$ cat src/rtl/riscv_imem_loader_pkg.sv
// Shared types for the instruction-memory loader: field bundle, RV32I word layouts, FSM states.
// Latency: none (types, constants and one pure helper function only).
// Backpressure: not applicable.
package riscv_imem_loader_pkg;

  localparam int DEF_MEM_SIZE = 128;
  localparam int NB_WORD      = 32;

  // OP-IMM opcode and the funct3 values that turn it into a shift-immediate
  localparam logic [6:0] OPC_OP_IMM = 7'b0010011;
  localparam logic [2:0] F3_SLL     = 3'b001;
  localparam logic [2:0] F3_SRX     = 3'b101;

  typedef enum logic [2:0] {
    FMT_R = 3'd0,
    FMT_I = 3'd1,
    FMT_S = 3'd2,
    FMT_B = 3'd3,
    FMT_U = 3'd4,
    FMT_J = 3'd5
  } instr_fmt_t;

  typedef enum logic [1:0] {
    IDLE = 2'd0,
    LOAD = 2'd1,
    DONE = 2'd2,
    FULL = 2'd3
  } loader_state_t;

  // Field-level instruction as it arrives on the input stream
  typedef struct packed {
    instr_fmt_t  fmt;
    logic [6:0]  opcode;
    logic [4:0]  rd;
    logic [4:0]  rs1;
    logic [4:0]  rs2;
    logic [2:0]  funct3;
    logic [6:0]  funct7;
    logic [31:0] imm;
  } instr_fields_t;

  typedef struct packed {
    logic [6:0] funct7;
    logic [4:0] rs2;
    logic [4:0] rs1;
    logic [2:0] funct3;
    logic [4:0] rd;
    logic [6:0] opcode;
  } r_type_t;

  typedef struct packed {
    logic [11:0] imm_11_0;
    logic [4:0]  rs1;
    logic [2:0]  funct3;
    logic [4:0]  rd;
    logic [6:0]  opcode;
  } i_type_t;

  typedef struct packed {
    logic [6:0] imm_11_5;
    logic [4:0] rs2;
    logic [4:0] rs1;
    logic [2:0] funct3;
    logic [4:0] imm_4_0;
    logic [6:0] opcode;
  } s_type_t;

  typedef struct packed {
    logic       imm_12;
    logic [5:0] imm_10_5;
    logic [4:0] rs2;
    logic [4:0] rs1;
    logic [2:0] funct3;
    logic [3:0] imm_4_1;
    logic       imm_11;
    logic [6:0] opcode;
  } b_type_t;

  typedef struct packed {
    logic [19:0] imm_31_12;
    logic [4:0]  rd;
    logic [6:0]  opcode;
  } u_type_t;

  typedef struct packed {
    logic       imm_20;
    logic [9:0] imm_10_1;
    logic       imm_11;
    logic [7:0] imm_19_12;
    logic [4:0] rd;
    logic [6:0] opcode;
  } j_type_t;

  typedef union packed {
    r_type_t     r;
    i_type_t     i;
    s_type_t     s;
    b_type_t     b;
    u_type_t     u;
    j_type_t     j;
    logic [31:0] raw;
  } instruction_t;

  // True when v is the sign extension of its low nb bits
  function automatic logic fits_signed(input logic [31:0] v, input int unsigned nb);
    logic signed [31:0] hi;
    hi = $signed(v) >>> (nb - 1);
    return (hi == '0) || (hi == '1);
  endfunction

endpackage

$ cat src/rtl/riscv_imem_loader_encoder.sv
// Packs field-level instruction into an RV32I word and flags out-of-range immediates / bad format.
// Latency: purely combinational.
// Backpressure: none; the loader decides whether the word is written.
module riscv_instr_encoder
  import riscv_imem_loader_pkg::*;
(
  input  instr_fields_t fields,
  output logic [31:0]   word,
  output logic          err
);

  instruction_t instr;
  logic         is_shift;

  // Shift-immediates reuse the R layout: funct7 on top, shamt in the rs2 slot
  always_comb begin
    is_shift = (fields.fmt == FMT_I) && (fields.opcode == OPC_OP_IMM) &&
               ((fields.funct3 == F3_SLL) || (fields.funct3 == F3_SRX));
  end

  // Per-format packing and immediate range check
  always_comb begin
    instr.raw = '0;
    err       = 1'b0;
    case (fields.fmt)
      FMT_R: begin
        instr.r.funct7 = fields.funct7;
        instr.r.rs2    = fields.rs2;
        instr.r.rs1    = fields.rs1;
        instr.r.funct3 = fields.funct3;
        instr.r.rd     = fields.rd;
        instr.r.opcode = fields.opcode;
      end
      FMT_I: begin
        if (is_shift) begin
          instr.r.funct7 = fields.funct7;
          instr.r.rs2    = fields.imm[4:0];
          instr.r.rs1    = fields.rs1;
          instr.r.funct3 = fields.funct3;
          instr.r.rd     = fields.rd;
          instr.r.opcode = fields.opcode;
          err            = |fields.imm[31:5];
        end else begin
          instr.i.imm_11_0 = fields.imm[11:0];
          instr.i.rs1      = fields.rs1;
          instr.i.funct3   = fields.funct3;
          instr.i.rd       = fields.rd;
          instr.i.opcode   = fields.opcode;
          err              = !fits_signed(fields.imm, 12);
        end
      end
      FMT_S: begin
        instr.s.imm_11_5 = fields.imm[11:5];
        instr.s.rs2      = fields.rs2;
        instr.s.rs1      = fields.rs1;
        instr.s.funct3   = fields.funct3;
        instr.s.imm_4_0  = fields.imm[4:0];
        instr.s.opcode   = fields.opcode;
        err              = !fits_signed(fields.imm, 12);
      end
      FMT_B: begin
        instr.b.imm_12   = fields.imm[12];
        instr.b.imm_10_5 = fields.imm[10:5];
        instr.b.rs2      = fields.rs2;
        instr.b.rs1      = fields.rs1;
        instr.b.funct3   = fields.funct3;
        instr.b.imm_4_1  = fields.imm[4:1];
        instr.b.imm_11   = fields.imm[11];
        instr.b.opcode   = fields.opcode;
        err              = !fits_signed(fields.imm, 13) || fields.imm[0];
      end
      FMT_U: begin
        instr.u.imm_31_12 = fields.imm[31:12];
        instr.u.rd        = fields.rd;
        instr.u.opcode    = fields.opcode;
        err               = |fields.imm[11:0];
      end
      FMT_J: begin
        instr.j.imm_20    = fields.imm[20];
        instr.j.imm_10_1  = fields.imm[10:1];
        instr.j.imm_11    = fields.imm[11];
        instr.j.imm_19_12 = fields.imm[19:12];
        instr.j.rd        = fields.rd;
        instr.j.opcode    = fields.opcode;
        err               = !fits_signed(fields.imm, 21) || fields.imm[0];
      end
      default: begin
        err = 1'b1;
      end
    endcase
  end

  assign word = instr.raw;

endmodule

$ cat src/rtl/riscv_imem_loader.sv
// Streams field-level instructions into consecutive instruction-memory words with status flags.
// Latency: 1 cycle from accept to the o_mem_we pulse carrying address and encoded word.
// Backpressure: s_ready high only while LOADing and not during i_start; drops when done or memory full.
module riscv_imem_loader
  import riscv_imem_loader_pkg::*;
#(
  parameter int MEM_SIZE = DEF_MEM_SIZE,
  parameter int NB_ADDR  = $clog2(MEM_SIZE),
  parameter int NB_WORD  = 32
) (
  input  logic               clk,
  input  logic               rst_n,
  input  logic               i_start,
  input  logic [NB_ADDR-1:0] i_base_addr,
  input  logic               s_valid,
  output logic               s_ready,
  input  logic               s_last,
  input  logic [2:0]         s_fmt,
  input  logic [6:0]         s_opcode,
  input  logic [4:0]         s_rd,
  input  logic [4:0]         s_rs1,
  input  logic [4:0]         s_rs2,
  input  logic [2:0]         s_funct3,
  input  logic [6:0]         s_funct7,
  input  logic [31:0]        s_imm,
  output logic               o_mem_we,
  output logic [NB_ADDR-1:0] o_mem_addr,
  output logic [NB_WORD-1:0] o_mem_wdata,
  output logic [NB_ADDR-2:0] o_count,
  output logic               o_done,
  output logic               o_full,
  output logic               o_err
);

  localparam logic [NB_ADDR-1:0] TOP_ADDR  = NB_ADDR'(MEM_SIZE - 4);
  localparam logic [NB_ADDR-1:0] WORD_STEP = NB_ADDR'(4);
  localparam logic [NB_ADDR-1:0] ALIGN_MSK = ~NB_ADDR'(3);

  loader_state_t      state_q;
  loader_state_t      state_d;
  logic [NB_ADDR-1:0] addr_q;
  logic [NB_ADDR-1:0] base_aligned;
  instr_fields_t      fields;
  logic [31:0]        enc_word;
  logic               enc_err;
  logic               accept;
  logic               write_ok;
  logic               at_top;

  // Gather the input stream fields into one bundle for the encoder
  always_comb begin
    fields        = '0;
    fields.fmt    = instr_fmt_t'(s_fmt);
    fields.opcode = s_opcode;
    fields.rd     = s_rd;
    fields.rs1    = s_rs1;
    fields.rs2    = s_rs2;
    fields.funct3 = s_funct3;
    fields.funct7 = s_funct7;
    fields.imm    = s_imm;
  end

  riscv_instr_encoder u_encoder (
    .fields (fields),
    .word   (enc_word),
    .err    (enc_err)
  );

  assign base_aligned = i_base_addr & ALIGN_MSK;
  assign at_top       = (addr_q == TOP_ADDR);
  assign accept       = s_valid & s_ready;
  assign write_ok     = accept & ~enc_err;

  // State register
  always_ff @(posedge clk) begin
    if (!rst_n) state_q <= IDLE;
    else        state_q <= state_d;
  end

  // Next state: start wins everywhere; last beats full so a last word at the top ends as DONE
  always_comb begin
    state_d = state_q;
    if (i_start) begin
      state_d = LOAD;
    end else if (state_q == LOAD && accept) begin
      if (s_last)              state_d = DONE;
      else if (!enc_err && at_top) state_d = FULL;
    end
  end

  // Outputs decoded from state: stream handshake
  always_comb begin
    s_ready = (state_q == LOAD) && !i_start;
  end

  // Datapath: registered write port, address/count tracking and sticky status flags
  always_ff @(posedge clk) begin
    if (!rst_n) begin
      o_mem_we    <= 1'b0;
      o_mem_addr  <= '0;
      o_mem_wdata <= '0;
      o_count     <= '0;
      o_done      <= 1'b0;
      o_full      <= 1'b0;
      o_err       <= 1'b0;
      addr_q      <= '0;
    end else begin
      o_mem_we <= write_ok;
      if (write_ok) begin
        o_mem_addr  <= addr_q;
        o_mem_wdata <= enc_word;
      end
      if (i_start) begin
        addr_q  <= base_aligned;
        o_count <= '0;
        o_done  <= 1'b0;
        o_full  <= 1'b0;
        o_err   <= 1'b0;
      end else if (accept) begin
        if (enc_err) begin
          o_err <= 1'b1;
        end else begin
          o_count <= o_count + (NB_ADDR-1)'(1);
          if (at_top) o_full <= 1'b1;
          else        addr_q <= addr_q + WORD_STEP;
        end
        if (s_last) o_done <= 1'b1;
      end
    end
  end

endmodule

$ cat config.mk
export PLATFORM = sky130hd
export DESIGN_NAME = riscv_imem_loader
export DESIGN_NICKNAME = d
export VERILOG_FILES = /design/src/rtl/riscv_imem_loader_pkg.sv /design/src/rtl/riscv_imem_loader_encoder.sv /design/src/rtl/riscv_imem_loader.sv
export SDC_FILE = /design/constraint.sdc
export NUM_CORES = 1
export LEC_CHECK = 0
export ABC_AREA = 1
export BUFFER_PORTS_ARGS = -buffer_cell sky130_fd_sc_hd__buf_2
export CAP_MARGIN = 5
export CORE_ASPECT_RATIO = 0.6
export CORE_MARGIN = 2
export CORE_UTILIZATION = 45
export CTS_BUF_LIST = sky130_fd_sc_hd__clkbuf_2 sky130_fd_sc_hd__clkbuf_4 sky130_fd_sc_hd__clkbuf_8
export DETAILED_ROUTE_END_ITERATION = 16
export PLACE_DENSITY = 0.79
export SLEW_MARGIN = 0
export SYNTH_ARGS = -nofsm -noshare
export SYNTH_HDL_FRONTEND = slang
export SYNTH_SLANG_ARGS = --single-unit
$ cat constraint.sdc
create_clock -name clk -period 1.4 [get_ports clk]
set_input_delay 0.14 -clock clk [delete_from_list [all_inputs] [get_ports clk]]
set_output_delay 0.14 -clock clk [all_outputs]
set_load 0.1 [all_outputs]
# Word level (Yosys, flattened, before mapping)
# Cells that the tools add are included.
[word_totals]
reg_bits = 58
in_bits = 79
out_inout_bits = 50
elab_cells = 80
[op_classes]
add_sub_neg = 2
n_mux = 12
n_eq_ne = 15
reduce_logical = 35
n_bitwise = 5
[op_table]
columns = ["cell", "n"]
rows = [
  ["$pmux 32 s6", 1],
  ["$eq 32x32->1 const B", 3],
  ["$logic_not 32->1", 3],
  ["$mux 32", 1],
  ["$mux 7", 4],
  ["$reduce_or 27->1", 1],
  ["$reduce_or 12->1", 1],
  ["$reduce_and 2->1", 5],
  ["$eq 3x3->1 const B", 3],
  ["$reduce_and 3->1", 3],
  ["$add 7x3->7 const B", 1],
  ["$eq 7x5->1 const B", 1],
  ["$eq 7x7->1 const B", 1],
  ["$add 6x1->6 const B", 1],
  ["$eq 3x1->1 const B", 2],
  ["$eq 3x2->1 const B", 2],
  ["$logic_or 1x1->1", 6],
  ["$pmux 1 s6", 1],
  ["$reduce_bool 2->1", 3],
  ["$logic_and 1x1->1", 5],
  ["$logic_not 1->1", 5],
  ["$mux 2", 2],
  ["$ne 2x2->1 const B", 2],
  ["$logic_not 3->1", 1],
  ["6 further kinds", 11],
]

# Logic depth before layout (Yosys ltp)
[depth]
depth_word = 11
depth_mapped = 16
mapped_depth_nobuf = 15

# By module
# A second synthesis with hierarchy kept.
[hier_totals]
hier_cells = 519
area_unflattened_um2 = 3144.3
[modules_own_cells]
columns = ["module", "instances", "seq_area_each_um2", "cells_per_inst", "area_each_um2"]
rows = [
  ["riscv_imem_loader", 1, 1081.0, 302, 2197.1],
  ["riscv_instr_encoder", 1, 0.0, 217, 947.2],
]

# Worst setup path after synthesis
# No wires, ideal clock.
[synth_timing]
path_type = "in2reg"
from = "input port i_start"
to = "register o_mem_wdata[20]"
t_required_ns = 1.275
arrival_ns = 2.732
slack_ns = -1.457
setup_ns = 0.125
n_path_buf = 2
path_stages = 10
path_cell_list = "buf_2 > inv_1 > nand2_1 > nor2_1 > nand2_1 > inv_1 > nand2_4 > buf_4 > nand3_1 > o21ai_0"
[synth_via]
elab_chain_len = 4
[synth_rtl]
columns = ["item", "line", "rtl"]
rows = [
  ["start, declared", "riscv_imem_loader.sv:13", "input logic i_start,"],
  ["$logic_not 1->1", "riscv_imem_loader.sv:93", "s_ready = (state_q == LOAD) && !i_start;"],
  ["$logic_and 1x1->1", "riscv_imem_loader.sv:93", ""],
  ["net s_ready", "riscv_imem_loader.sv:16", "output logic s_ready,"],
  ["$and 1x1->1", "riscv_imem_loader.sv:71", "assign accept = s_valid & s_ready;"],
  ["$and 1x1->1", "riscv_imem_loader.sv:72", "assign write_ok = accept & ~enc_err;"],
  ["end signal, assigned", "riscv_imem_loader.sv:111", "o_mem_wdata <= enc_word;"],
  ["end, declared", "riscv_imem_loader.sv:28", "output logic [NB_WORD-1:0] o_mem_wdata,"],
]
# The timed path passes the listed nets, and every way through them passes these cells.
# A chain may end at the register's enable or synchronous reset.

# Worst setup path in the final report
[layout_timing]
from = "input port s_imm[25]"
to = "register o_mem_wdata[27]"
[layout_via]
elab_chain_len = 7
elab_cells_between_ends = 19
classes_between = "eq/ne (3); mux (2); bitwise (2); reduce/logical (12)"
[layout_rtl]
columns = ["item", "line", "rtl"]
rows = [
  ["start, declared", "riscv_imem_loader.sv:25", "input logic [31:0] s_imm,"],
  ["$eq 32x32->1 or $logic_not 32->1 (tied branches)", "riscv_imem_loader_pkg.sv:108", "return (hi == '0) || (hi == '1);"],
  ["$logic_or 1x1->1", "riscv_imem_loader_pkg.sv:108", ""],
  ["$logic_not 1->1 (on tied branches)", "n/a", ""],
  ["$mux 1, or another cell as far along", "riscv_imem_loader_encoder.sv:35", "if (is_shift) begin"],
  ["$pmux 1 s6 (*)", "riscv_imem_loader_encoder.sv:25", "case (fields.fmt)"],
  ["$not 1->1 (no line) (*)", "n/a", ""],
  ["$and 1x1->1 (*)", "riscv_imem_loader.sv:72", ""],
]
# Every way passes the cells marked *; elsewhere a longest branch is shown, timed or not.

==> metrics.txt <==
# TYPE chip_impl_metric gauge
chip_impl_metric{name="post_drt_wl_per_cell",unit="um"} 15.79
chip_impl_metric{name="crit_required",unit="ns"} 1.67
chip_impl_metric{name="area.sequential",unit="sq um"} 1091
chip_impl_metric{name="clock-skew-final",unit="ns"} 0.01027
chip_impl_metric{name="placement.io_buffers",unit=""} 124
chip_impl_info{name="tritoncts",value="done"} 1
chip_impl_metric{name="cts_buffer_depth",unit=""} 2
chip_impl_metric{name="ys_async_sr_fraction",unit="%"} 0
chip_impl_metric{name="finalHoldWorstSlack",unit="ns"} 0.04744
chip_impl_metric{name="final_layout_size_suffix_gt1_share",unit="%"} 47.26
chip_impl_metric{name="synthCells",unit=""} 479
chip_impl_metric{name="r2r_setup_slack",unit="ns"} -0.04
chip_impl_metric{name="die_width",unit="um"} 110.1
chip_impl_metric{name="max_clock_freq",unit="GHz"} 0.6684
chip_impl_metric{name="grt_antenna_before_repair",unit=""} 0
chip_impl_metric{name="track_usage",unit="%"} 30.41
chip_impl_info{name="timing.rr.end",value="addr_q[6]$_SDFFE_PN0P_"} 1
chip_impl_info{name="holdPathEnd",value="o_mem_wdata[1]$_SDFFE_PN0P_"} 1
chip_impl_metric{name="vias",unit=""} 4019
chip_impl_metric{name="clkSlewWorstSetupHoldPaths",unit="ns"} 0.11
chip_impl_info{name="post-synth-top-area-cell",value="sky130_fd_sc_hd__dfxtp_1"} 1
chip_impl_metric{name="areaGrowthSynthToFinish",unit="%"} 62.30
chip_impl_info{name="status",value="complete, but fails checks"} 1
chip_impl_metric{name="synth_enable_flop_cells",unit=""} 0
chip_impl_metric{name="worst_skew_late_latency",unit="ns"} 0.32
chip_impl_metric{name="fp.dieArea",unit="sq um"} 7443
chip_impl_metric{name="grt_pass1_vias",unit=""} 3594
chip_impl_metric{name="worst_path_largest_cell_delay",unit="ns"} 0.19
chip_impl_metric{name="setup_violations",unit=""} 45
chip_impl_metric{name="synth-seq-area-share",unit="%"} 35.60
chip_impl_metric{name="final-max-slew-violation-count",unit=""} 0
chip_impl_info{name="critical_path.slowest_cell",value="sky130_fd_sc_hd__clkbuf_16"} 1
chip_impl_metric{name="period_share",unit="%"} 106.9
chip_impl_metric{name="grt_first_pass_wirelength",unit="um"} 17240
chip_impl_metric{name="fin_area",unit="sq um"} 4928
chip_impl_metric{name="final_period_minus_worst_setup_slack",unit="ns"} 1.496
chip_impl_metric{name="cap_violations",unit=""} 0
chip_impl_metric{name="multiInputGateArea",unit="sq um"} 2107
chip_impl_metric{name="die_height",unit="um"} 67.63
chip_impl_metric{name="nNetsFinal",unit=""} 756
chip_impl_info{name="worstPathCellList",value="buf_6 -> buf_4 -> nor2_2 -> nand2_1 -> nor2_1 -> nand3_1 -> nand2_1 -> nand2_1 -> nand2_2 -> nand3_4 -> inv_2 -> nand2_4 -> nor2_4 -> clkbuf_16 -> nand2_4 -> nand2_2"} 1
chip_impl_metric{name="placement_rows",unit=""} 23
chip_impl_info{name="hold_path_class",value="input port to flop"} 1
chip_impl_info{name="synth_ff_type",value="sky130_fd_sc_hd__dfxtp_1"} 1
chip_impl_metric{name="flop_and_latch_count_out_of_synthesis",unit=""} 54
chip_impl_info{name="crit_type",value="input port to flop"} 1
chip_impl_metric{name="design.portCount",unit=""} 129
chip_impl_metric{name="yosys.area.top_type_share",unit="%"} 35.60
chip_impl_metric{name="reg2reg_depth",unit=""} 9
chip_impl_metric{name="dp_worst_setup_slack",unit="ns"} -0.5150
chip_impl_metric{name="post_synth_num_cell_types",unit=""} 35
chip_impl_metric{name="detailed_place.area",unit="sq um"} 4293
chip_impl_info{name="cts.root.buffer_cell",value="sky130_fd_sc_hd__clkbuf_8"} 1
chip_impl_metric{name="synthesis.area_per_instance",unit="sq um"} 6.340
chip_impl_metric{name="cellPowerDensity",unit="nW/um^2"} 763.7
chip_impl_metric{name="critical_path_arrival",unit="ns"} 1.76
chip_impl_metric{name="netlist_area",unit="sq um"} 3037
chip_impl_metric{name="post-dp-hpwl",unit="um"} 8749
chip_impl_metric{name="antennaDiodeCount",unit=""} 0
chip_impl_metric{name="worst-slew-pin-transition",unit="ns"} 0.5134
chip_impl_metric{name="ctsHtreeMaxLevel",unit=""} 2
chip_impl_metric{name="drc",unit=""} 0
chip_impl_metric{name="worst-path-max-fanout",unit=""} 6
chip_impl_metric{name="final-hold-violation-count",unit=""} 0
chip_impl_info{name="kind_of_end_point_of_the_critical_path",value="flop"} 1
chip_impl_metric{name="drt_iter0_markers",unit=""} 347
chip_impl_metric{name="postRouteAntennaNets",unit=""} 0
chip_impl_metric{name="drt_pass1_iterations",unit=""} 5
chip_impl_metric{name="cts-buffers-inserted",unit=""} 5
chip_impl_metric{name="hold-path-cell-count",unit=""} 3
chip_impl_info{name="setup_repair_after_global_routing_missed_its_margin",value="true"} 1
chip_impl_metric{name="yosysWarningCount",unit=""} 0
chip_impl_info{name="timing.hold.worst.start",value="s_opcode[1]"} 1
chip_impl_info{name="worstSetupStartpointType",value="input port"} 1
chip_impl_metric{name="tns",unit="ns"} -1.878
chip_impl_metric{name="fillerInstances",unit=""} 503
chip_impl_metric{name="maxSlewHeadroom",unit="%"} 66.01
chip_impl_metric{name="initial_core_util",unit="%"} 46.08
chip_impl_metric{name="power.static_leakage",unit="nW"} 2.572
chip_impl_metric{name="cts.sink_count",unit=""} 54
chip_impl_info{name="worstReg2RegStart",value="addr_q[3]$_SDFFE_PN0P_"} 1
chip_impl_metric{name="place.gp.congestion",unit=""} 1.008
chip_impl_metric{name="drt-vias-per-instance",unit=""} 5.274
chip_impl_metric{name="postRouteWirelength",unit="um"} 12030
chip_impl_metric{name="totalPowerFinal",unit="mW"} 3.764
chip_impl_info{name="cp_common_cell",value="sky130_fd_sc_hd__nand2_1"} 1
chip_impl_metric{name="core",unit="sq um"} 6590
chip_impl_metric{name="grt_max_degree",unit=""} 41
chip_impl_metric{name="setup_ws",unit="ns"} -0.09613
chip_impl_info{name="failed_checks",value="negative setup slack"} 1
chip_impl_metric{name="grt_overflow_total",unit=""} 0
chip_impl_info{name="netlist_top_cells_area",value="sky130_fd_sc_hd__dfxtp_1 36%, sky130_fd_sc_hd__nand2_1 17%, sky130_fd_sc_hd__nor2_1 11%, sky130_fd_sc_hd__nand3_1 7.9%, sky130_fd_sc_hd__o21ai_0 6.9%"} 1
chip_impl_metric{name="worst_ir_drop_vdd",unit="mV"} 0.5855
[repair_timing]
item	in CTS	in global routing
gates cloned	2	0
setup buffers	8	2
endpoints found under the setup margin	51	52
resized for setup	58	65
hold buffers	0	0
pin swaps	33	35
[sequential cells by signal, summed over array words and instances, names as in the netlist]
signal / count
o_mem_wdata: 32
o_count: 6
addr_q: 5
o_mem_addr: 5
state_q: 2
o_done: 1
o_err: 1
o_full: 1
o_mem_we: 1
[synth_stat cells (2+ instances only)]
cell / count
sky130_fd_sc_hd__mux2i_1: 3
sky130_fd_sc_hd__dfxtp_1: 54
sky130_fd_sc_hd__inv_1: 36
sky130_fd_sc_hd__buf_4: 9
sky130_fd_sc_hd__nor2_4: 3
sky130_fd_sc_hd__inv_2: 2
sky130_fd_sc_hd__ha_1: 3
sky130_fd_sc_hd__clkbuf_1: 4
sky130_fd_sc_hd__nand2_2: 3
sky130_fd_sc_hd__buf_2: 3
sky130_fd_sc_hd__clkinv_1: 2
sky130_fd_sc_hd__nor2_1: 85
sky130_fd_sc_hd__nand2_1: 134
sky130_fd_sc_hd__xor2_1: 5
sky130_fd_sc_hd__a21oi_1: 24
sky130_fd_sc_hd__a22oi_1: 2
sky130_fd_sc_hd__nand3_1: 48
sky130_fd_sc_hd__o21ai_0: 42
[layer usage]
layer  GRT usage [%]  routed length, um  up-vias
met5               0                  0        -
met4           4.272                199        0
met3           9.266               1368       26
met2           46.70               5119      230
met1           42.86               5345     1834
li1                -                  -     1929
[power breakdown]
part           total (mW)  switching, mW  internal [mW]
logic                1.04          0.653          0.387
registers            1.61         0.0317           1.57
clock network        1.12          0.571          0.547
[worst max-delay path, delay by kind of cell]
kind                   cells  cell delay (ns)
AND/OR/NAND/NOR           12             1.11
buffers and inverters      4             0.51
[worst max-delay path by stage]
stage / startpoint / endpoint / slack (ns) / depth (start not counted)
2_1_floorplan: state_q[0]$_SDFFE_PN0P_ / o_mem_wdata[20]$_SDFFE_PN0P_ / -0.26 / 8
3_3_place_gp: s_imm[22] / o_mem_wdata[11]$_SDFFE_PN0P_ / -0.47 / 14
3_5_place_dp: s_imm[22] / o_mem_wdata[29]$_SDFFE_PN0P_ / -0.52 / 14
4_1_cts: s_imm[25] / o_mem_wdata[29]$_SDFFE_PN0P_ / -0.04 / 18
5_1_grt: s_imm[13] / o_mem_wdata[30]$_SDFFE_PN0P_ / -0.16 / 15
6_report: s_imm[25] / o_mem_wdata[27]$_SDFFE_PN0P_ / -0.1 / 16
[per-stage QoR]
stage                     utilization (%)  std cells
after floorplan                         -        480
after global routing                74.79        762
after CTS                           71.16        760
after global placement              65.14        743
after detailed placement            65.14        743
final                               74.79        762
[cells in the final DEF, fill, tap and decap left out, drive strengths merged, types with 2 or more instances in the layout]
| cell | instances |
|---|---|
| o21ai | 42 |
| ha | 3 |
| mux2i | 3 |
| clkbuf | 7 |
| a22oi | 2 |
| nor2 | 89 |
| inv | 40 |
| dfxtp | 54 |
| conb | 2 |
| buf | 201 |
| clkinv | 3 |
| xor2 | 5 |
| nand2 | 138 |
| a21oi | 24 |
| nand3 | 49 |
[cell type report]
| class | instances | area share, % |
|---|---|---|
| multi-input cells | 369 | 42.75 |
| repair buffers | 203 | 27.11 |
| flip-flops and latches | 54 | 22.14 |
| inverters | 40 | 3.250 |
| well taps | 87 | 2.209 |
| clock buffers | 5 | 1.396 |
| clock inverters | 3 | 0.9647 |
| repair inverters | 1 | 0.1777 |
[cell families (layout without fill, tap and decap cells)]
logic type	count (synthesis)	in the layout	share of synthesized area, %
multiplexers	3	3	0.9889
AND/OR/NAND/NOR	280	280	38.73
adder cells (fa/ha/maj)	3	3	1.236
XOR/XNOR	6	6	1.731
buffers and inverters	57	252	8.281
flip-flops	54	54	35.60
AO/OA/AOI/OAI	75	75	13.31
other	1	2	0.1235
(Power assumes the default switching activity.)
